`src/rtl/ser_pkg.sv`:
```
// Shared constants for the serial transmitter: FSM state codes, line levels
// and a helper that sizes the small counters.
package ser_pkg;

    // FSM state codes
    localparam logic [2:0] ST_IDLE   = 3'd0;
    localparam logic [2:0] ST_START  = 3'd1;
    localparam logic [2:0] ST_DATA   = 3'd2;
    localparam logic [2:0] ST_PARITY = 3'd3;
    localparam logic [2:0] ST_STOP   = 3'd4;

    // Line levels
    localparam logic LINE_IDLE = 1'b1;
    localparam logic START_BIT = 1'b0;
    localparam logic STOP_BIT  = 1'b1;

    // Counter width able to hold 0..n-1, never narrower than one bit
    function automatic int cnt_width(input int n);
        return (n > 1) ? $clog2(n) : 1;
    endfunction

endpackage

```
`src/rtl/serial_tx_bit_timer.sv`:
```
// Per-bit cycle counter: counts 0..DIV-1 while running, held at zero by clear.
// tick marks the last cycle of a line bit.
module bit_timer
    import ser_pkg::*;
#(
    parameter int DIV = 4
) (
    input  logic clk,
    input  logic rst,
    input  logic clear,
    output logic tick
);

    localparam int            TW   = cnt_width(DIV);
    localparam logic [TW-1:0] LAST = TW'(DIV - 1);

    logic [TW-1:0] cnt_q;
    logic [TW-1:0] cnt_d;

    // Next count: hold at zero when cleared, wrap after the last cycle of a bit
    always_comb begin
        cnt_d = cnt_q;
        if (clear) begin
            cnt_d = '0;
        end else if (cnt_q == LAST) begin
            cnt_d = '0;
        end else begin
            cnt_d = cnt_q + TW'(1);
        end
    end

    // Count register
    always_ff @(posedge clk or posedge rst) begin
        if (rst) begin
            cnt_q <= '0;
        end else begin
            cnt_q <= cnt_d;
        end
    end

    assign tick = (cnt_q == LAST);

endmodule

```
`src/rtl/serial_tx.sv`:
```
// Parallel-to-serial transmitter: start bit, WIDTH data bits (order chosen per
// word), optional even parity, stop bit; each bit held DIV cycles.
module serial_tx
    import ser_pkg::*;
#(
    parameter int WIDTH     = 8,
    parameter int DIV       = 4,
    parameter int PARITY_EN = 1
) (
    input  logic             clk,
    input  logic             rst,
    input  logic [WIDTH-1:0] i,
    input  logic             i_valid,
    output logic             i_ready,
    input  logic             msb_first,
    output logic             so,
    output logic             busy,
    output logic             done
);

    localparam int            IW       = cnt_width(WIDTH);
    localparam logic [IW-1:0] LAST_IDX = IW'(WIDTH - 1);

    logic [2:0]       state_q, state_d;
    logic [WIDTH-1:0] shreg_q, shreg_d;
    logic [IW-1:0]    idx_q, idx_d;
    logic             par_q, par_d;
    logic             so_q, so_d;
    logic [WIDTH-1:0] rev_s;
    logic             tick_s;

    bit_timer #(.DIV(DIV)) u_timer (
        .clk   (clk),
        .rst   (rst),
        .clear (state_q == ST_IDLE),
        .tick  (tick_s)
    );

    // Bit-reversed copy of the input so shifting is always towards bit 0
    always_comb begin
        rev_s = '0;
        for (int k = 0; k < WIDTH; k++) begin
            rev_s[k] = i[WIDTH-1-k];
        end
    end

    // Frame sequencing, word capture and shifting
    always_comb begin
        state_d = state_q;
        shreg_d = shreg_q;
        idx_d   = idx_q;
        par_d   = par_q;
        case (state_q)
            ST_IDLE: begin
                if (i_valid) begin
                    state_d = ST_START;
                    shreg_d = msb_first ? rev_s : i;
                    par_d   = ^i;
                    idx_d   = '0;
                end else begin
                    state_d = ST_IDLE;
                end
            end
            ST_START: begin
                if (tick_s) begin
                    state_d = ST_DATA;
                end else begin
                    state_d = ST_START;
                end
            end
            ST_DATA: begin
                if (tick_s) begin
                    shreg_d = shreg_q >> 1;
                    if (idx_q == LAST_IDX) begin
                        idx_d   = '0;
                        state_d = (PARITY_EN != 0) ? ST_PARITY : ST_STOP;
                    end else begin
                        idx_d = idx_q + IW'(1);
                    end
                end else begin
                    state_d = ST_DATA;
                end
            end
            ST_PARITY: begin
                if (tick_s) begin
                    state_d = ST_STOP;
                end else begin
                    state_d = ST_PARITY;
                end
            end
            ST_STOP: begin
                if (tick_s) begin
                    state_d = ST_IDLE;
                end else begin
                    state_d = ST_STOP;
                end
            end
            default: begin
                state_d = ST_IDLE;
            end
        endcase
    end

    // Line level for the coming cycle, registered so so is glitch-free
    always_comb begin
        so_d = LINE_IDLE;
        case (state_d)
            ST_IDLE:   so_d = LINE_IDLE;
            ST_START:  so_d = START_BIT;
            ST_DATA:   so_d = shreg_d[0];
            ST_PARITY: so_d = par_d;
            ST_STOP:   so_d = STOP_BIT;
            default:   so_d = LINE_IDLE;
        endcase
    end

    // State registers; reset aborts any frame in progress
    always_ff @(posedge clk or posedge rst) begin
        if (rst) begin
            state_q <= ST_IDLE;
            shreg_q <= '0;
            idx_q   <= '0;
            par_q   <= 1'b0;
            so_q    <= LINE_IDLE;
        end else begin
            state_q <= state_d;
            shreg_q <= shreg_d;
            idx_q   <= idx_d;
            par_q   <= par_d;
            so_q    <= so_d;
        end
    end

    assign so      = so_q;
    assign busy    = (state_q != ST_IDLE);
    assign i_ready = (state_q == ST_IDLE) && !rst;
    assign done    = (state_q == ST_STOP) && tick_s;

endmodule

```
`config.mk`:
```
export PLATFORM = sky130hd
export DESIGN_NAME = serial_tx
export DESIGN_NICKNAME = d
export VERILOG_FILES = /design/src/rtl/ser_pkg.sv /design/src/rtl/serial_tx_bit_timer.sv /design/src/rtl/serial_tx.sv
export SDC_FILE = /design/constraint.sdc
export NUM_CORES = 1
export LEC_CHECK = 0
export CAP_MARGIN = 20
export CORE_MARGIN = 10
export CORE_UTILIZATION = 27
export DETAILED_ROUTE_END_ITERATION = 10
export MAX_ROUTING_LAYER = met4
export PLACE_DENSITY = 0.51
export SKIP_LAST_GASP = 1
export SLEW_MARGIN = 20
export SYNTH_ARGS = -nofsm -noshare
export SYNTH_HDL_FRONTEND = slang
export SYNTH_SLANG_ARGS = --single-unit
```
`constraint.sdc`:
```
create_clock -name clk -period 2.22 [get_ports clk]
set_input_delay 0.444 -clock clk [delete_from_list [all_inputs] [get_ports clk]]
set_output_delay 0.444 -clock clk [all_outputs]
set_load 0.1 [all_outputs]
```
==> metrics.yaml <==
worst_skew_pair.late_latency_ns: 0.25
timing_worst_setup_path_type: "reg -> out"
worst_path_max_delay_cell: "dfrtp_1"
p_total_mw: 1.59
crit_chain: "nor3_2 > inv_1 > nor2_4 > buf_12"
syn_nets: 119
crit_path_max_fanout: 13
crit_buf_inv: 2
global_route_wire_length_before_repair_mm: 3.95
antenna_found_initial: 0
dieArea_um2: 6890
timing.final.max_slew_violations: 0
hold_ws_ns: 0.444
clock_root_buffer_master: "clkbuf_8"
yosys_warnings: 0
grt_pass1_vias: 858
crit-reg2reg-launch: "u_timer.cnt_q[0]"
synthCells: 104
number_of_buffers_created_by_cts: 3
floorplan.io_pins: 16
initialDrtViolationCount: 43
cp_data_required_time_ns: 1.78
area_growth_pct: 22.2
diodes: 0
cp_slowest_stage_delay_ns: 0.54
final.period_utilization_pct: 92.0
cts_setup_buffers: 0
finClkSkew_ns: 0.00583
via_count: 781
firstDrtPassIters: 3
setup_ws_ns: 0.177
final_layout_size_suffix_gt1_share_pct: 12.9
fp.dieW_um: 83.0
netlist_area_um2: 1070
syn_avg_cell_area_um2: 10.3
setup_viol: 0
utilization_pct: 35.0
tritoncts: "done"
synth_top_area_share_pct: 39.7
synth_cell_type_count: 34
number_of_core_rows: 22
run_status: "finished, final reports clean"
vdd_ir_drop_max_uv: 730
worstSetupPathDepth: 4
filler_cell_count: 404
yosysSeqAreaShare_pct: 42.1
most_frequent_standard_cell_in_the_layout_excluding_fill_and_tap_cells: "dfrtp_1"
placed_wire_length_estimate_after_detailed_placement_mm: 1.70
place_worst_setup_slack_ns: 0.281
cts_resized: 0
clk_pin_slew_worst_paths_ns: 0.07
timing.slew.headroom_pct: 55.0
drv_cap: 0
htree_levels: 1
finalWirelength_mm: 2.16
p_leak_nw: 0.561
grt_overflow_total: 0
critPathLaunchType: "flip-flop"
netlist.top_cell.by_area: "dfrtp_1"
mostFrequentLayoutCells: "dfrtp_1, nor2_1, clkdlybuf4s50_1"
cp_delay_by_family_top: "flip-flops"
r2r.worst_path.cells: 4
areal_power_density_over_the_cells_nw_per_um2: 1210
finalCriticalPeriod_ns: 2.04
synth_top_cells_by_area: "dfrtp_1, mux2i_1, xnor2_1"
antenna_left: 0
route.detailed.drc: 0
clock_tree.buffer_depth: 2
setup_repair_after_global_routing_missed_its_margin: "false"
globalplace.congestion: 0.777
chipHeight_um: 83.0
design.final.nets: 132
numPortBuffers: 15
hold-path-cell-count: 1
placeableCoreArea_um2: 3740
min_from: "u_timer.cnt_q[0]"
maximum_operating_frequency_mhz: 489
detail_route.wl_per_cell_um: 13.2
postSynthRegisterBits: 18
routed_via_density: 4.76
hold_path_class: "reg -> reg"
crit_start: "state_q[1]"
global_route.usage.total_pct: 6.66
total_of_hold_buffers_inserted_after_clock_tree_synthesis: 0
endpoint_kind: "output pin"
clkSinkCount: 18
final_hold_viol_count: 0
worst_ep_arrival_time_ns: 1.60
totalNegativeSetupSlack_ns: 0
grt_max_degree: 19
worst_pin_slew_ns: 0.674
initial_core_util_pct: 28.6
## sequential cells by signal, indices dropped and copies added, names as in the netlist
register,count
state_q,3
so,1
u_timer.cnt_q,2
idx_q,3
par_q,1
shreg_q,8
## worst paths after layout
| kind | slack (ns) | endpoint |
|---|---|---|
| worst max-delay path | 0.18 | i_ready |
| worst min-delay path | 0.44 | u_timer.cnt_q[0] |
| worst max register to register | 0.45 | idx_q[0] |
| worst min register to register | 0.44 | u_timer.cnt_q[0] |
| max in group asynchronous | 1.10 | shreg_q[6] |
| min in group asynchronous | 0.68 | u_timer.cnt_q[0] |
## logic make-up after synthesis
group                      synth area share, %
xor gates and xnor gates                  5.72
DFF                                       42.1
buffers and inverters                     7.58
AOI/OAI and AO/OA                         13.9
muxes                                     7.47
adders and majority gates                 3.50
and+or+nand+nor                           19.7
## report_power, final
part           internal, mW  switching [mW]
registers             0.477           0.137
clock network         0.157           0.103
logic                 0.296           0.418
## synthesized netlist by cell type
cell,count
nor4b_1,1
nor3_1,1
inv_1,4
o32ai_1,2
a21oi_1,1
nor3b_1,1
buf_4,1
buf_6,4
xnor2_1,7
inv_2,1
ha_1,3
a211oi_1,1
nor2_2,1
nor4b_4,1
nor3_2,1
or4b_1,1
nand3b_1,1
and4bb_2,1
nand2_1,7
o21bai_1,1
nor2_1,12
mux2i_1,8
nand3_1,3
and3_1,3
dfstp_2,1
a21boi_0,1
o21ai_0,5
and3b_1,1
nor2b_1,1
o22ai_1,1
a221o_1,6
a31oi_1,2
buf_2,2
dfrtp_1,17
## final cells by class
| type | count | area [um2] | area share, % |
|---|---|---|---|
| tap | 48 | 60.1 | 4.58 |
| inverter | 5 | 18.8 | 1.43 |
| timing repair buffer | 15 | 178 | 13.6 |
| clock buffer | 4 | 55.1 | 4.20 |
| multi-input combinational | 74 | 547 | 41.7 |
| sequential | 18 | 452 | 34.5 |
## metrics by stage
step | std cells | area, um2
floorplan | 104 | 1080
global placement | 160 | 1250
detailed placement | 160 | 1250
CTS | 164 | 1310
global route | 164 | 1310
finish | 164 | 1310
## per-layer routing
layer,global-route usage (%),vias up,part of all wire [%]
met2,10.4,14,49
met3,2.64,0,4.5
met5,-,-,0
li1,-,398,-
met4,0,0,0
met1,8.38,369,47
No activity file was read; power rests on OpenSTA's default activity.
==> edit 1 (config.mk and constraints unchanged) <==
Set the parameter `PARITY_EN` to 0 (it was 1).
--- a/src/rtl/serial_tx.sv
+++ b/src/rtl/serial_tx.sv
@@ -5,7 +5,7 @@
 #(
     parameter int WIDTH     = 8,
     parameter int DIV       = 4,
-    parameter int PARITY_EN = 1
+    parameter int PARITY_EN = 0
 ) (
     input  logic             clk,
     input  logic             rst,
Function: same outputs for any inputs over 10 cycles, from zero or initial values and one cycle with rst high; that may be too few to reach the edited logic, so the function may still have changed.
==> edit 1 against the original RTL <==
  * Count of clock-buffer cells in the layout stayed put
  * Worst setup slack better by 200 ps
  * Final area is 1.5% lower
  * Synthesized area is 3.6% lower
  * Wire length is 4.8% lower
  * Total power is 1.5% higher
  * Via count is 6.8% lower
  * Global-route usage is 0.14 points higher
  * Register-to-register slack better by 70 ps
  * Fmax is 11% higher
  * Sequential cell count stayed put
  * Sequential share of layout area is 0.54 points higher
  * Critical path type unchanged
==> edit 1: results (changes against the original RTL) <==
| Metric | Value |
|---|---|
| Commonest cells in the netlist | `17 x dfrtp_1, 11 x nor2_1, 10 x nand2_1` |
| Layout area overhead | `24.82%` |
| CP Launch Point | `state_q[0]` |
| Reg-to-reg slack, setup | `520 ps (+70 ps)` |
| Hold depth | `1 (unchanged)` |
| LEAKAGE | `0.5552 nW (-1.1%)` |
| Final net count | `128 (-3.0%)` |
| Net Count, Synth | `113 (-5.0%)` |
| Netlist cell types | `32 (-5.9%)` |
| Initial antenna violation count | `0 (unchanged)` |
| First-pass GRT wire length | `3422 um (-13%)` |
| Worst hold slack | `444.5 ps (+0.2810 ps)` |
| Worst-Margin Slew | `695.4 ps (+21.24 ps)` |
| R2r startpoint | `u_timer.cnt_q[0]` |
| Seq/Total Area, Yosys | `0.4370 (+0.01581)` |
| Crit path DAT | `1400 ps (-200 ps)` |
| Pre-Repair DR Iteration Count | `3 (unchanged)` |
| R2R depth | `4 (unchanged)` |
| Wire length per cell | `12.83 um (-2.4%)` |
| Critical Path Fanout Max | `9 (-4)` |
| Min-delay src | `u_timer.cnt_q[0]` |
| Final WL | `2053 um (-4.8%)` |
| CP top delay family | `flip-flops` |
| Fillers | `388 (-4.0%)` |
| DP Wirelength | `1609 um (-5.4%)` |
| Hold Crit Endpoint | `u_timer.cnt_q[0]` |
| Cells after Synth | `98 (-5.8%)` |
| GPL Wtd Cong | `0.6924 (-11%)` |
| Status | `completed` |
| Number of setup violations in the final report | `0 (unchanged)` |
| Clk root buf | `clkbuf_8` |
| Area contributors post-synth | `dfrtp_1 41%, mux2i_1 7.7%, xnor2_1 5.9%` |
| Slowest stage cell, crit path | `dfrtp_1` |
| Setup Skew | `2.338 ps (-3.491 ps)` |
| Cell Count Post-Placement | `156 (-2.5%)` |
| Placement Setup Slack | `322.5 ps (+41.77 ps)` |
| IO buf count | `15 (unchanged)` |
| Clock Latency Late Sink | `250 ps (about the same)` |
| Reg2reg end | `shreg_q[2]` |
| Gr usage total | `0.06798 (+0.001398)` |
| Hold crit path type | `reg -> reg` |
| Ant diodes | `0 (unchanged)` |
| Layout cells sized above 1 | `0.1339 (+0.004618)` |
| Async set-or-reset flop fraction in the synthesized netlist | `1.000 (unchanged)` |
| Clock transition at path regs | `70 ps (about the same)` |
| Vias per Instance | `4.550 (-4.5%)` |
| Cell Area, Placed | `1235 um2 (-1.6%)` |
| Vias in the first global route | `747 (-13%)` |
| # Post-CTS Setup Buffers | `0 (unchanged)` |
| CTS HTree Levels | `1 (unchanged)` |
| Num CTS Buffers | `3 (unchanged)` |
| Critical Path Max Stage Delay | `490 ps (-50 ps)` |
| Regs by FF count | `shreg_q (8), idx_q (3), state_q (3)` |
| VDD IR-drop max | `531.3 uV (-27%)` |
| Initial DRC Count | `21 (-51%)` |
## edit 1: cell types whose count changed in the layout (fill, tap and decap cells not counted), sizes merged, moves of 2 or more
cell    before  now
inv          5    2
nand2        7   10
a21oi        1    3
a31oi        2    0
and3         3    1
nand2b       0    2
nand3        3    1
nor2        13   11
nor4b        2    0
o32ai        2    0
## edit 1: per-stage QoR
| stage | total power [mW] | setup TNS [ps] |
|---|---|---|
| finish | 1.612 | 0 |
| floorplan | 1.166 | -124.6 |
| CTS | 1.633 | 0 |
| global placement | 1.344 | 0 |
| global route | 1.720 | 0 |
| detailed placement | 1.362 | 0 |
## edit 1: how the worst max path moves through the flow
stage,cells past startpoint,slack [ps],end
after global placement,4,360,so
final,4,380,i_ready
after global routing,4,280,i_ready
after detailed placement,4,320,so
after CTS,4,360,i_ready
after floorplan,4,-120,i_ready
## edit 1: kinds of logic (layout without fill, tap and decap cells)
kind of cell,count (synthesis),after routing,share of synthesized area
mux,9,9,0.08838
compound gates,20,20,0.1489
flops,18,18,0.4371
simple gates,33,33,0.1731
fa+ha+maj,3,3,0.03632
buf+inv,8,22,0.05690
xor+xnor,7,7,0.05932
## edit 1: cell type report
class	instances	area share
timing repair buffer	16	0.1435
multi-input combinational	72	0.4113
sequential	18	0.3501
inverter	2	0.005820
tap	48	0.04656
clock buffer	4	0.04268
## edit 1: per-layer routing
layer / vias up / global-route usage / wire [um]
li1: 374 / - / -
met1: 334 / 0.08450 / 1029
met2: 16 / 0.09639 / 917
met3: 4 / 0.01092 / 40
met4: 0 / 0.05102 / 65
met5: - / - / 0
## edit 1: power breakdown
part	total (mW)	switching [mW]	internal, mW
registers	0.586	0.118	0.468
logic	0.759	0.440	0.318
clock network	0.267	0.109	0.158
total	1.61	0.668	0.944
==> edit 2 (config.mk and constraints unchanged) <==
Made on the original files. Take the reset off `shreg_q` and load it in a clocked block of its own.
--- a/src/rtl/serial_tx.sv
+++ b/src/rtl/serial_tx.sv
@@ -118,17 +118,19 @@
     always_ff @(posedge clk or posedge rst) begin
         if (rst) begin
             state_q <= ST_IDLE;
-            shreg_q <= '0;
             idx_q   <= '0;
             par_q   <= 1'b0;
             so_q    <= LINE_IDLE;
         end else begin
             state_q <= state_d;
-            shreg_q <= shreg_d;
             idx_q   <= idx_d;
             par_q   <= par_d;
             so_q    <= so_d;
         end
+    end
+
+    always_ff @(posedge clk) begin
+        shreg_q <= shreg_d;
     end
 
     assign so      = so_q;
Behaviour: same outputs for any inputs over 10 cycles, from zero or initial values and one cycle with rst high; that may be too few to reach the edited logic, so the function may still have changed.
==> edit 2 against the original RTL <==
  * Worst hold slack improved by 0.52 ps
  * Total power fell by 9.9%
  * Core utilization fell by 0.21 points
  * Critical path depth fell by 1
  * Sequential power fell by 11%
  * Wire length fell by 9.7%
  * Sequential cell count did not move
  * Synthesized area fell by 6.2%
  * Via count fell by 11%
  * Die area fell by 4.7%
  * Sequential share of layout area rose by 3.6 points
  * Final area fell by 3.5%
  * Worst setup slack improved by 81 ps
  * Critical path type unchanged
  * Largest cell class is now registers
==> edit 2: results (changes against the original RTL) <==
| Metric | Value |
|---|---|
| Status | `completed` |
| Async set-or-reset flop fraction in the synthesized netlist | `0.5556 (-0.4444)` |
| Clock transition at path regs | `70 ps (about the same)` |
| Seq/Total Area, Yosys | `0.4789 (+0.05762)` |
| Hold crit path type | `reg -> reg` |
| Critical Path Max Stage Delay | `480 ps (-60 ps)` |
| P_int | `0.8654 mW (-7.0%)` |
| Final WL | `1947 um (-9.7%)` |
| Initial DRC Count | `48 (+12%)` |
| Clock Latency Late Sink | `250 ps (about the same)` |
| Worst-Margin Slew | `421.8 ps (-252.3 ps)` |
| Setup Skew | `5.212 ps (-0.6180 ps)` |
| Gr usage total | `0.06639 (-0.0001978)` |
| DP Wirelength | `1517 um (-11%)` |
| First-pass GRT wire length | `3312 um (-16%)` |
| Net Count, Synth | `108 (-9.2%)` |
| Largest net degree at the start of global routing | `12 (-7)` |
| Commonest cells in the netlist | `9 x dfrtp_1, 8 x mux2i_1, 8 x nand2_1` |
| Vias per Instance | `4.532 (-4.8%)` |
| Crit path DAT | `1520 ps (-80 ps)` |
| Netlist cell types | `33 (-2.9%)` |
| Area contributors post-synth | `dfrtp_1 22%, edfxtp_1 21%, mux2i_1 8.0%` |
| EDFF count, synth | `7 (+7)` |
| Critical Path Fanout Max | `10 (-3)` |
| Fillers | `390 (-3.5%)` |
| LEAKAGE | `0.5196 nW (-7.4%)` |
| Final net count | `122 (-7.6%)` |
| Initial antenna violation count | `0 (unchanged)` |
| VDD IR-drop max | `328.3 uV (-55%)` |
| Layout cells sized above 1 | `0.1509 (+0.02163)` |
| Pre-Repair DR Iteration Count | `4 (+1)` |
| GPL Wtd Cong | `0.7574 (-2.5%)` |
| Vias in the first global route | `741 (-14%)` |
edit 2: cell types whose count changed after synthesis, sizes merged, moves of 3 or more:
cell	delta
dfrtp	-8
nor2	-7
a221o	-6
edfxtp	+7
a22o	+3
a21oi	+3
edit 2: logic make-up (layout without fill, tap and decap cells):
group,count (synthesis),in the layout,synth area share
DFF,18,18,0.4789
and+or+nand+nor,26,26,0.1406
adders and majority gates,3,3,0.03732
AOI/OAI and AO/OA,20,20,0.1356
muxes,9,9,0.09080
buffers and inverters,10,23,0.05597
xor gates and xnor gates,7,7,0.06095
edit 2: per-layer routing:
metal / track usage / wire [um] / vias up
met5: - / 0 / -
met3: 0.01214 / 64 / 2
met4: 0.03633 / 36 / 0
met2: 0.09713 / 872 / 18
met1: 0.08435 / 974 / 326
li1: - / - / 352
edit 2: final timing paths:
| check | from | slack (ps) | endpoint |
|---|---|---|---|
| worst max register to register | state_q[0] | 460 | shreg_q[1] |
| worst min-delay path | u_timer.cnt_q[0] | 440 | u_timer.cnt_q[0] |
| max in group asynchronous | rst | 1310 | so |
| min in group asynchronous | rst | 580 | idx_q[1] |
| worst min register to register | u_timer.cnt_q[0] | 440 | u_timer.cnt_q[0] |
| worst max-delay path | state_q[0] | 260 | i_ready |
edit 2: stage by stage:
stage                     setup WS, ps  area (um2)  cells
after floorplan                  188.1        1018     93
after global placement           274.3        1219    150
after detailed placement         253.5        1219    150
after CTS                        242.0        1264    154
after global routing             186.9        1264    154
final                            257.5        1264    154
edit 2: cell type report:
class / instances / area, um2 / area share
Inverter: 3 / 11.26 / 0.008911
Timing Repair Buffer: 16 / 185.2 / 0.1465
Multi-Input combinational cell: 65 / 480.5 / 0.3802
Clock buffer: 4 / 45.04 / 0.03564
Tap cell: 48 / 60.06 / 0.04752
Sequential cell: 18 / 481.7 / 0.3812
edit 2: worst max-delay path, delay by kind of cell, from the launching register on:
kind,cells,cell delay (ps)
AND/OR/NAND/NOR,2,610
flip-flops,1,480
buffers and inverters,1,180
edit 2: power by group through the flow:
stage | Sequential [mW] | Combinational (mW) | Clock, mW
after floorplan | 0.575 | 0.487 | 0
after global placement | 0.555 | 0.649 | 0
after detailed placement | 0.557 | 0.661 | 0
after CTS | 0.550 | 0.663 | 0.241
after global routing | 0.569 | 0.717 | 0.264
final | 0.549 | 0.649 | 0.232
